`src/rtl/tt_sram_byte_bridge.sv`:
```
// ----------------------------------------------------------------------------
// tt_sram_byte_bridge
//   Bridges a byte-wide valid/ready request port onto a WORD_BYTES-wide
//   OpenRAM-style single-port (1RW) macro. It supports:
//   - byte-lane write masking;
//   - a configurable macro read latency;
//   - an auto-incrementing byte pointer for burst streaming;
//   - a one-cycle response pulse for every completed request.
//
// Ports
//   clk, rst            clock and synchronous active-high reset
//   req_valid/ready     request handshake (ready only when idle, not in reset)
//   req_we              1 = write byte, 0 = read byte
//   req_inc             1 = use addr_ptr, 0 = use req_addr
//   req_addr/req_wdata  byte address and write byte
//   rsp_valid           one-cycle completion pulse
//   rsp_rdata           last read byte, held until the next read completes
//   addr_ptr            auto-increment byte pointer
//   ram_*               macro port (clk0/csb0/web0/wmask0/addr0/din0/dout0)
// ----------------------------------------------------------------------------
module tt_sram_byte_bridge #(
  parameter  int WORD_BYTES = 4,
  parameter  int RAM_AW     = 9,
  parameter  int READ_LAT   = 1,
  localparam int LB         = (WORD_BYTES > 1) ? $clog2(WORD_BYTES) : 0,
  localparam int ADDR_W     = RAM_AW + LB
) (
  input  logic                    clk,
  input  logic                    rst,
  input  logic                    req_valid,
  output logic                    req_ready,
  input  logic                    req_we,
  input  logic                    req_inc,
  input  logic [ADDR_W-1:0]       req_addr,
  input  logic [7:0]              req_wdata,
  output logic                    rsp_valid,
  output logic [7:0]              rsp_rdata,
  output logic [ADDR_W-1:0]       addr_ptr,
  output logic                    ram_clk0,
  output logic                    ram_csb0,
  output logic                    ram_web0,
  output logic [WORD_BYTES-1:0]   ram_wmask0,
  output logic [RAM_AW-1:0]       ram_addr0,
  output logic [8*WORD_BYTES-1:0] ram_din0,
  input  logic [8*WORD_BYTES-1:0] ram_dout0
);

  localparam int LANE_W = (LB > 0) ? LB : 1;
  localparam int CNT_W  = (READ_LAT > 1) ? $clog2(READ_LAT) : 1;

  typedef enum logic [1:0] {IDLE, ACCESS, WAIT} state_t;

  state_t              state, state_next;
  logic                accept;
  logic [ADDR_W-1:0]   eff_addr;
  logic [RAM_AW-1:0]   eff_word;
  logic [LANE_W-1:0]   eff_lane;
  logic                we_p0;
  logic [LANE_W-1:0]   lane_p0;
  logic [CNT_W-1:0]    wait_cnt;
  logic                last_wait;
  logic                csb_next;
  logic                web_next;
  logic [WORD_BYTES-1:0] wmask_next;
  logic                rsp_next;
  logic                capture;
  logic [7:0]          rd_byte;

  assign ram_clk0  = clk;
  assign req_ready = (state == IDLE) && !rst;
  assign accept    = req_valid && req_ready;
  assign eff_addr  = req_inc ? addr_ptr : req_addr;
  assign last_wait = (wait_cnt == CNT_W'(READ_LAT - 1));

  // A single-byte word has no lane field; the whole byte address is the word.
  generate
    if (LB > 0) begin : g_lane
      assign eff_word = eff_addr[ADDR_W-1:LB];
      assign eff_lane = eff_addr[LB-1:0];
    end else begin : g_nolane
      assign eff_word = eff_addr;
      assign eff_lane = '0;
    end
  endgenerate

  // Lane select of the macro read word, using the lane latched at accept.
  always_comb begin
    rd_byte = '0;
    for (int b = 0; b < WORD_BYTES; b++) begin
      if (LANE_W'(b) == lane_p0) rd_byte = ram_dout0[8*b +: 8];
    end
  end

  // State register
  always_ff @(posedge clk) begin
    if (rst) state <= IDLE;
    else     state <= state_next;
  end

  // Next-state logic
  always_comb begin
    state_next = state;
    case (state)
      IDLE:    if (accept) state_next = ACCESS;
      ACCESS:  state_next = we_p0 ? IDLE : WAIT;
      WAIT:    if (last_wait) state_next = IDLE;
      default: state_next = IDLE;
    endcase
  end

  // Output logic: macro strobes are registered, so they are derived from
  // the state being entered and become visible for exactly the ACCESS cycle.
  always_comb begin
    csb_next   = 1'b1;
    web_next   = 1'b1;
    wmask_next = '0;
    rsp_next   = 1'b0;
    capture    = 1'b0;
    if (state_next == ACCESS) begin
      csb_next   = 1'b0;
      web_next   = !req_we;
      wmask_next = req_we ? (WORD_BYTES'(1) << eff_lane) : '1;
    end
    if (state == ACCESS && we_p0) rsp_next = 1'b1;
    if (state == WAIT && last_wait) begin
      rsp_next = 1'b1;
      capture  = 1'b1;
    end
  end

  // p0: request capture at accept, macro port registers, response
  always_ff @(posedge clk) begin
    if (rst) begin
      ram_csb0   <= 1'b1;
      ram_web0   <= 1'b1;
      ram_wmask0 <= '0;
      ram_addr0  <= '0;
      ram_din0   <= '0;
      rsp_valid  <= 1'b0;
      rsp_rdata  <= '0;
      addr_ptr   <= '0;
      we_p0      <= 1'b0;
      lane_p0    <= '0;
      wait_cnt   <= '0;
    end else begin
      ram_csb0   <= csb_next;
      ram_web0   <= web_next;
      ram_wmask0 <= wmask_next;
      rsp_valid  <= rsp_next;
      if (accept) begin
        ram_addr0 <= eff_word;
        ram_din0  <= {WORD_BYTES{req_wdata}};
        addr_ptr  <= eff_addr + ADDR_W'(1);
        we_p0     <= req_we;
        lane_p0   <= eff_lane;
      end
      if (capture) rsp_rdata <= rd_byte;
      if (state == WAIT) wait_cnt <= wait_cnt + CNT_W'(1);
      else               wait_cnt <= '0;
    end
  end

endmodule

```
`config.mk`:
```
export PLATFORM = sky130hd
export DESIGN_NAME = tt_sram_byte_bridge
export DESIGN_NICKNAME = d
export VERILOG_FILES = /design/src/rtl/tt_sram_byte_bridge.sv
export SDC_FILE = /design/constraint.sdc
export NUM_CORES = 1
export LEC_CHECK = 0
export ABC_CLOCK_PERIOD_IN_PS = 3200
export CAP_MARGIN = 20
export CORE_MARGIN = 5
export CORE_UTILIZATION = 38
export CTS_BUF_LIST = sky130_fd_sc_hd__clkbuf_8
export CTS_CLUSTER_SIZE = 24
export DETAILED_ROUTE_END_ITERATION = 7
export PLACE_DENSITY = 0.77
export SYNTH_ARGS = -nofsm -noshare
export SYNTH_HDL_FRONTEND = slang
export SYNTH_SLANG_ARGS = --single-unit
```
`constraint.sdc`:
```
create_clock -name clk -period 3.2 [get_ports clk]
set_clock_uncertainty 0.2 [all_clocks]
set_input_delay 0.64 -clock clk [delete_from_list [all_inputs] [get_ports clk]]
set_output_delay 0.64 -clock clk [all_outputs]
set_load 0.01 [all_outputs]
```
==> run_results.csv, run 1 <==
group,metric,value,unit
outcome,status,"completed",
logic_synthesis,synth_top_flop_cell,"dfxtp_1",
logic_synthesis,avgSynthCellArea,9.05,sq um
critical_path,path_class,"clk2out",
worst_hold_path,hold_path_class,"reg2reg",
logic_synthesis,synth_seq_cells,49,
cts,holdBufCountCts,0,
global_routing,antenna_found_initial,0,
logic_synthesis,async_flop_share,0,%
floorplanning,start_util,38.3,%
placement,post-dp-hpwl,5600,microns
route,viasPerCell,5.15,
final_layout,fin_util,56.8,%
cts,post-cts-setup-buffers,0,
final_layout,n_antenna_cell,0,
final_layout,multiInputGateArea,0.00126,sq mm
timing,setup_ws,71.0,ps
cts,path_clk_slew,90,ps
timing,setup_viol,0,
cts,clk_latency,400,ps
cts,cts_resized,0,
critical_path,start_kind,"clock port",
timing,hold_viol,0,
critical_path,cp.arrival,2290,ps
logic_synthesis,synth_edf_count,0,
logic_synthesis,ys_types,51,
final_layout,layout-drive-gt1-share,10.7,%
final_layout,nFillCells,594,
route,wl,7250,microns
placement,dp_cells,452,
floorplanning,ioPinCount,125,
job,drv_cap,0,
final_layout,fin_nets,442,
route,post_drt_wl_per_cell,15.7,microns
final_layout,syn_to_final_growth,48.3,%
route,first_iter_violations,79,
critical_path,endpoint_kind,"output pin",
power_and_ir_drop,irDropWorstVdd,0.185,mV
placement,dpl-instance-area,0.00367,sq mm
logic_synthesis,synth_fp_nets,343,
timing,slew_violations,0,
floorplanning,dieWidth,92.1,microns
critical_path,cpPeakStageDelay,470,ps
floorplanning,fp-row-count,30,
global_routing,grt_pass1_vias,2481,
final_layout,layout.cells.non_filler,463,
logic_synthesis,yosys.area.top_type_share,38.3,%
placement,io_buffers,124,
global_routing,grt_start_max_net_pins,43,
route,via_count,2384,
critical_path,crit_required,2360,ps
timing,setup-tns-final,0,ps
critical_path,crit_path_top_delay_cell,"clkdlybuf4s50_1",
critical_path,critPathMaxFanout,2,
global_routing,grt_pass1_wl,11800,microns
logic_synthesis,synth.area.top_cells,"dfxtp_1 (38%), buf_4 (7.9%), mux4_2 (7.0%)",
power_and_ir_drop,power_leakage,0.00137,uW
critical_path,path_cells,"clkbuf_8 > clkbuf_8 > clkdlybuf4s50_1",
logic_synthesis,yosysWarnings,0,
logic_synthesis,yosysSeqAreaShare,38.3,%
critical_path,critPathMostFrequentCell,"clkbuf_8",
timing,worst_slew_pin_slew,834,ps
logic_synthesis,netlist_area,0.00256,sq mm
final_layout,ff_latch_area,981,sq um
timing,slew_headroom,44.3,%
route,drc_errors,0,
power_and_ir_drop,power_density,388,mW/mm^2
placement,gp_congestion,0.803,
route,final_antenna_net_count,0,
global_routing,overflow,0,
cts,cts_tree,"done",
logic_synthesis,synth.largest_area_cell,"dfxtp_1",
floorplanning,core,0.00668,sq mm
floorplanning,die_area,0.00848,sq mm
timing,rsz0062_at_grt,"no",
global_routing,grt_usage,17.2,%
route,firstDrtPassIters,4,
critical_path,rrSetupSlack,930,ps
floorplanning,die_h,92.1,microns
logic_synthesis,synth_cells,283,
placement,pre_cts_slack,19.6,ps
final_layout,final_area,0.00380,sq mm
power breakdown:
part           total, uW  internal, uW  leakage (uW)  switching [uW]
clock                478           252     0.0000694             227
sequential           672           641      0.000400            30.4
combinational        324           191      0.000905             133
total               1470          1080       0.00137             390
path summary, 6_finish.rpt:
kind,startpoint,end,cells past startpoint
max,clk,ram_clk0,3
min,rsp_rdata[2]$_SDFFE_PP0P_,rsp_rdata[2]$_SDFFE_PP0P_,2
max reg2reg,addr_ptr[1]$_SDFFE_PP0P_,addr_ptr[10]$_SDFFE_PP0P_,8
min reg2reg,rsp_rdata[2]$_SDFFE_PP0P_,rsp_rdata[2]$_SDFFE_PP0P_,2
synth_stat cells, drive strengths merged, types with 4 or more instances:
cell type / instances
nor2: 18
buf: 34
nand3: 6
o21ai: 10
mux2i: 9
nand2: 47
a211oi: 8
a21oi: 27
dfxtp: 49
inv: 8
ha: 4
nor3: 4
nand3b: 7
clkbuf: 7
mux4: 8
placed cells by master (no fill, tap or decap), types with 2 or more instances in the layout:
master / n
a211o_1: 2
buf_4: 6
clkinv_2: 2
nand2_1: 46
clkbuf_8: 8
nand2b_1: 3
mux2i_1: 8
xnor2_1: 3
nor3b_1: 2
clkdlybuf4s50_1: 124
o21ai_1: 4
a211oi_1: 8
ha_1: 4
o21ai_0: 6
nor2_1: 18
a31oi_1: 3
nand3b_1: 7
nand3_1: 6
and3_2: 2
inv_1: 7
a21oi_1: 26
dfxtp_1: 49
mux4_2: 8
nor3_1: 3
area by class of cell:
| class | count | share of cell area (%) |
|---|---|---|
| Timing Repair Buffer | 129 | 33.6 |
| Multi-Input combinational cell | 184 | 33.3 |
| Sequential cell | 49 | 25.8 |
| Clock buffer | 9 | 3.16 |
| Tap cell | 80 | 2.64 |
| Inverter | 9 | 1.02 |
| Clock inverter | 3 | 0.461 |
per-layer routing:
layer  wire length (microns)  up-vias  global-route usage [%]
li1                        -     1162                       -
met1                    2930     1123                    19.3
met2                    3790       88                    31.3
met3                     417       11                    4.02
met4                     118        0                    6.31
met5                       0        -                       0
critical path: cells and delay by family:
family	cells	cell delay [ps]
buffers and inverters	3	700
logic make-up after synthesis:
logic type               Yosys count  synth area share [%]
AO/OA/AOI/OAI                     59                  15.1
XOR/XNOR                           3                  1.03
adder cells (fa/ha/maj)            4                  1.96
buffers and inverters             50                  12.3
flip-flops                        49                  38.3
multiplexers                      19                  11.9
AND/OR/NAND/NOR                   99                  19.4
sequential cells by signal (all words and copies together) (netlist names):
| name | flops |
|---|---|
| addr_ptr | 11 |
| lane_p0 | 2 |
| ram_addr0 | 9 |
| ram_csb0 | 1 |
| ram_din0 | 8 |
| ram_web0 | 1 |
| ram_wmask0 | 4 |
| rsp_rdata | 8 |
| rsp_valid | 1 |
| state | 2 |
| wait_cnt | 1 |
| we_p0 | 1 |
through the flow:
stage / hold slack [ps] / power [uW]
2_1_floorplan: 254 / 871
3_3_place_gp: 242 / 1040
3_5_place_dp: 250 / 1040
4_1_cts: 263 / 1500
5_1_grt: 283 / 1560
6_report: 263 / 1470
Power figures use the tool's default switching activity.
==> run 2: changes to the inputs <==
--- a/config.mk
+++ b/config.mk
@@ -13,6 +13,7 @@
 export CTS_CLUSTER_SIZE = 24
 export DETAILED_ROUTE_END_ITERATION = 7
 export PLACE_DENSITY = 0.77
+export RECOVER_POWER = 50
 export SYNTH_ARGS = -nofsm -noshare
 export SYNTH_HDL_FRONTEND = slang
 export SYNTH_SLANG_ARGS = --single-unit
==> run_results.csv, run 2 (synthesis gave the netlist of run 1 again) <==
group,metric,value,unit
timing,rsz0062_at_grt,"no",
critical_path,critPathMaxFanout,2,
floorplanning,dieWidth,92.1,microns
cts,cts_resized,0,
floorplanning,ioPinCount,125,
timing,worst_slew_pin_slew,1870,ps
route,wl,7250,microns
cts,path_clk_slew,90,ps
final_layout,final_area,0.00378,sq mm
worst_hold_path,min-delay-start,"rsp_rdata[2]$_SDFFE_PP0P_",
placement,io_buffers,124,
outcome,status,"finished, violations left",
final_layout,reg_top3,"addr_ptr: 11 flops, ram_addr0: 9 flops",
floorplanning,die_h,92.1,microns
final_layout,fin_util,56.6,%
global_routing,grt_pass1_wl,11800,microns
critical_path,r2r-end,"addr_ptr[3]$_SDFFE_PP0P_",
critical_path,cp.arrival,2290,ps
final_layout,syn_to_final_growth,47.7,%
critical_path,rrSetupSlack,570,ps
floorplanning,fp-row-count,30,
global_routing,grt_pass1_vias,2481,
route,firstDrtPassIters,4,
global_routing,overflow,0,
route,viasPerCell,5.13,
final_layout,nFillCells,597,
final_layout,fin_nets,442,
global_routing,antenna_found_initial,0,
final_layout,largest_reg_flops,11,
placement,post-dp-hpwl,5600,microns
final_layout,n_antenna_cell,0,
floorplanning,core,0.00668,sq mm
timing,hold_viol,0,
route,drc_errors,0,
final_layout,largest_register,"addr_ptr",
placement,dpl-instance-area,0.00367,sq mm
cts,holdBufCountCts,0,
global_routing,grt_start_max_net_pins,43,
critical_path,worstRegToRegCells,6,
route,via_count,2377,
final_layout,final_common_cell,"clkdlybuf4s50_1",
final_layout,layout-drive-gt1-share,9.40,%
cts,cts_tree,"done",
critical_path,path_class,"clk2out",
timing,setup_viol,0,
placement,gp_congestion,0.803,
power_and_ir_drop,irDropWorstVdd,0.185,mV
floorplanning,die_area,0.00848,sq mm
critical_path,crit_required,2360,ps
final_layout,final_cell_mix,"clkdlybuf4s50_1 (100), dfxtp_1 (49), nand2_1 (46)",
timing,slew_violations,43,
job,drv_cap,1,
outcome,violations,"max-capacitance violations, max-slew violations",
global_routing,grt_usage,17.2,%
critical_path,critPathLaunch,"clk",
power_and_ir_drop,power_density,388,mW/mm^2
floorplanning,start_util,38.3,%
placement,dp_cells,452,
timing,setup-tns-final,0,ps
final_layout,layout.cells.non_filler,463,
route,final_antenna_net_count,0,
worst_hold_path,hold_path_class,"reg2reg",
cts,post-cts-setup-buffers,0,
critical_path,endpoint_kind,"output pin",
power_and_ir_drop,finalPower,1470,uW
cts,clk_latency,400,ps
critical_path,start_kind,"clock port",
power_and_ir_drop,power_leakage,0.00143,uW
route,first_iter_violations,86,
critical_path,reg2reg_from,"state[1]$_SDFF_PP0_",
route,post_drt_wl_per_cell,15.7,microns
timing,slew_headroom,-24.6,%
critical_path,endpoint,"ram_clk0",
==> run 2: how the worst min path moves through the flow <==
stage | end | depth (start not counted)
4_1_cts | rsp_rdata[2]$_SDFFE_PP0P_ | 2
2_1_floorplan | we_p0$_SDFFE_PP0P_ | 2
3_5_place_dp | rsp_rdata[2]$_SDFFE_PP0P_ | 2
5_1_grt | rsp_rdata[5]$_SDFFE_PP0P_ | 2
3_3_place_gp | rsp_rdata[7]$_SDFFE_PP0P_ | 2
6_report | rsp_rdata[2]$_SDFFE_PP0P_ | 2
==> run 2: stage by stage <==
stage	hold WS (ps)	setup WS, ps
5_1_grt	280	48.6
3_3_place_gp	242	136
2_1_floorplan	254	489
3_5_place_dp	250	19.6
6_report	260	71.0
4_1_cts	263	59.8
==> run 2: power by group <==
group	internal [uW]	switching, uW	total (uW)
Clock	252	226	478
Sequential	641	29.7	671
Combinational	184	133	317
Total	1080	389	1470
==> run 2: critical path, stage by stage <==
cell	delay (ps)
clkbuf_8	110
clkbuf_8	120
clkdlybuf4s50_1	470
==> run 2: cell type report <==
cell class	count	area, sq um	share of cell area [%]
well taps	80	100	2.65
flip-flops and latches	49	981	25.9
multi-input cells	184	1260	33.3
clock inverters	3	17.5	0.463
inverters	9	38.8	1.03
repair buffers	129	1260	33.5
clock buffers	9	120	3.18
==> run 2: routing by layer <==
metal / wire length [microns] / global-route usage [%]
met2: 3790 / 31.3
met1: 2970 / 19.3
met4: 119 / 6.31
met3: 368 / 4.02
met5: 0 / 0
==> run 3: changes to the inputs <==
--- a/config.mk
+++ b/config.mk
@@ -14,6 +14,7 @@
 export DETAILED_ROUTE_END_ITERATION = 7
 export PLACE_DENSITY = 0.77
 export RECOVER_POWER = 50
+export SETUP_SLACK_MARGIN = 0.02
 export SYNTH_ARGS = -nofsm -noshare
 export SYNTH_HDL_FRONTEND = slang
 export SYNTH_SLANG_ARGS = --single-unit
==> constraint.sdc (replaced) <==
create_clock -name clk -period 3.2 [get_ports clk]
set_clock_uncertainty 0.2 [all_clocks]
set_input_delay 0.64 -clock clk [delete_from_list [all_inputs] [get_ports clk]]
set_output_delay 0.64 -clock clk [all_outputs]
set_load 0.02 [all_outputs]
==> run_results.csv, run 3 (synthesis gave the netlist of run 1 again) <==
group,metric,value,unit
outcome,status,"completed",
route,viasPerCell,4.98,
power_and_ir_drop,clockPowerShare,36.0,%
final_layout,largest_register,"addr_ptr",
global_routing,grt_pass1_vias,2322,
route,drc_errors,0,
power_and_ir_drop,combPwrFrac,22.0,%
final_layout,n_antenna_cell,0,
global_routing,grt_pass1_wl,11400,microns
power_and_ir_drop,irDropWorstVdd,0.202,mV
cts,clk_latency,410,ps
floorplanning,start_util,38.3,%
timing,slew_violations,0,
placement,gp_congestion,0.804,
cts,post-cts-setup-buffers,0,
power_and_ir_drop,finalPower,1600,uW
route,wl,7010,microns
route,first_iter_violations,93,
cts,cts_tree,"done",
route,final_antenna_net_count,0,
timing,setup-tns-final,0,ps
critical_path,cp.arrival,2130,ps
critical_path,critPathMaxFanout,2,
critical_path,crit_required,2360,ps
global_routing,antenna_found_initial,0,
power_and_ir_drop,switching_share,27.7,%
power_and_ir_drop,seqPwrFrac,42.1,%
final_layout,layout-drive-gt1-share,10.1,%
timing,setup_viol,0,
critical_path,endpoint_kind,"output pin",
final_layout,fin_nets,444,
final_layout,fin_util,57.3,%
placement,pre_cts_slack,73.6,ps
critical_path,start_kind,"clock port",
floorplanning,dieWidth,92.1,microns
global_routing,grt_usage,16.7,%
critical_path,path_class,"clk2out",
power_and_ir_drop,power_leakage,0.00143,uW
route,firstDrtPassIters,4,
job,drv_cap,0,
final_layout,reg_top3,"addr_ptr: 11 flops, ram_addr0: 9 flops",
floorplanning,core,0.00668,sq mm
timing,setup_ws,232,ps
timing,worst_slew_pin_slew,1280,ps
floorplanning,fp-row-count,30,
worst_hold_path,hold_path_class,"reg2reg",
timing,slew_headroom,14.6,%
timing,rsz0062_at_grt,"no",
final_layout,final_common_cell,"clkdlybuf4s50_1",
placement,post-dp-hpwl,5360,microns
power_and_ir_drop,p_int,1150,uW
final_layout,syn_to_final_growth,49.5,%
floorplanning,die_area,0.00848,sq mm
final_layout,largest_reg_flops,11,
route,via_count,2314,
timing,hold_viol,0,
cts,path_clk_slew,90,ps
power_and_ir_drop,power_density,417,mW/mm^2
power_and_ir_drop,switchingPower,441,uW
floorplanning,die_h,92.1,microns
global_routing,grt_start_max_net_pins,43,
placement,io_buffers,124,
final_layout,final_cell_mix,"clkdlybuf4s50_1 (105), dfxtp_1 (49), nand2_1 (46)",
route,post_drt_wl_per_cell,15.1,microns
global_routing,overflow,0,
floorplanning,ioPinCount,125,
final_layout,nFillCells,593,
run 3: cell types whose count changed in the layout (fill, tap and decap cells not counted), sizes merged:
cell	before	now
dlygate4sd3	24	18
bufinv	0	1
dlygate4sd2	0	1
clkdlybuf4s50	100	105
buf	3	6
clkbuf	11	10
clkinv	3	2
run 3: path summary, 6_finish.rpt:
path / cells past startpoint / startpoint / slack (ps) / endpoint
min: 2 / rsp_rdata[4]$_SDFFE_PP0P_ / 260 / rsp_rdata[4]$_SDFFE_PP0P_
max reg2reg: 6 / state[1]$_SDFF_PP0_ / 660 / addr_ptr[3]$_SDFFE_PP0P_
max: 3 / clk / 230 / ram_clk0
min reg2reg: 2 / rsp_rdata[4]$_SDFFE_PP0P_ / 260 / rsp_rdata[4]$_SDFFE_PP0P_
run 3: layout make-up:
class                   instances  area, sq um  share of cell area (%)
multi-input cells             184         1260                    32.9
well taps                      80          100                    2.62
repair buffers                131         1280                    33.5
inverters                       9         38.8                    1.01
flip-flops and latches         49          981                    25.6
clock inverters                 3         46.3                    1.21
clock buffers                   9          119                    3.11
run 3: power by group through the flow:
| stage | sequential, uW | combinational, uW | clock (uW) |
|---|---|---|---|
| after floorplan | 710 | 168 | 36.5 |
| after global placement | 685 | 355 | 42.0 |
| after detailed placement | 686 | 358 | 42.0 |
| after CTS | 673 | 359 | 593 |
| after global routing | 678 | 377 | 618 |
| final | 671 | 350 | 574 |
run 3: repair_timing:
action | CTS | global route
hold buffers | 0 | 0
endpoints found under the setup margin | 1 | 0
endpoints found under the hold margin | 0 | 0
gates resized for setup | 1 | 0
run 3: routing by layer:
layer	vias to the layer above	track usage, %	wire, microns
met3	8	3.86	319
met1	1066	19.8	2970
met2	71	29.8	3630
met4	0	5.20	97
li1	1169	-	-
met5	-	0	0
run 3: critical path, stage by stage:
cell	delay, ps
clkbuf_8	110
clkbuf_8	110
dlygate4sd2_1	310
run 3: per-stage QoR:
step | hold WS, ps | cell area, sq um | std cells
5_1_grt | 273 | 3830 | 465
3_3_place_gp | 243 | 3680 | 454
4_1_cts | 263 | 3840 | 465
3_5_place_dp | 250 | 3680 | 454
6_report | 259 | 3830 | 465
2_1_floorplan | 254 | 2560 | 283
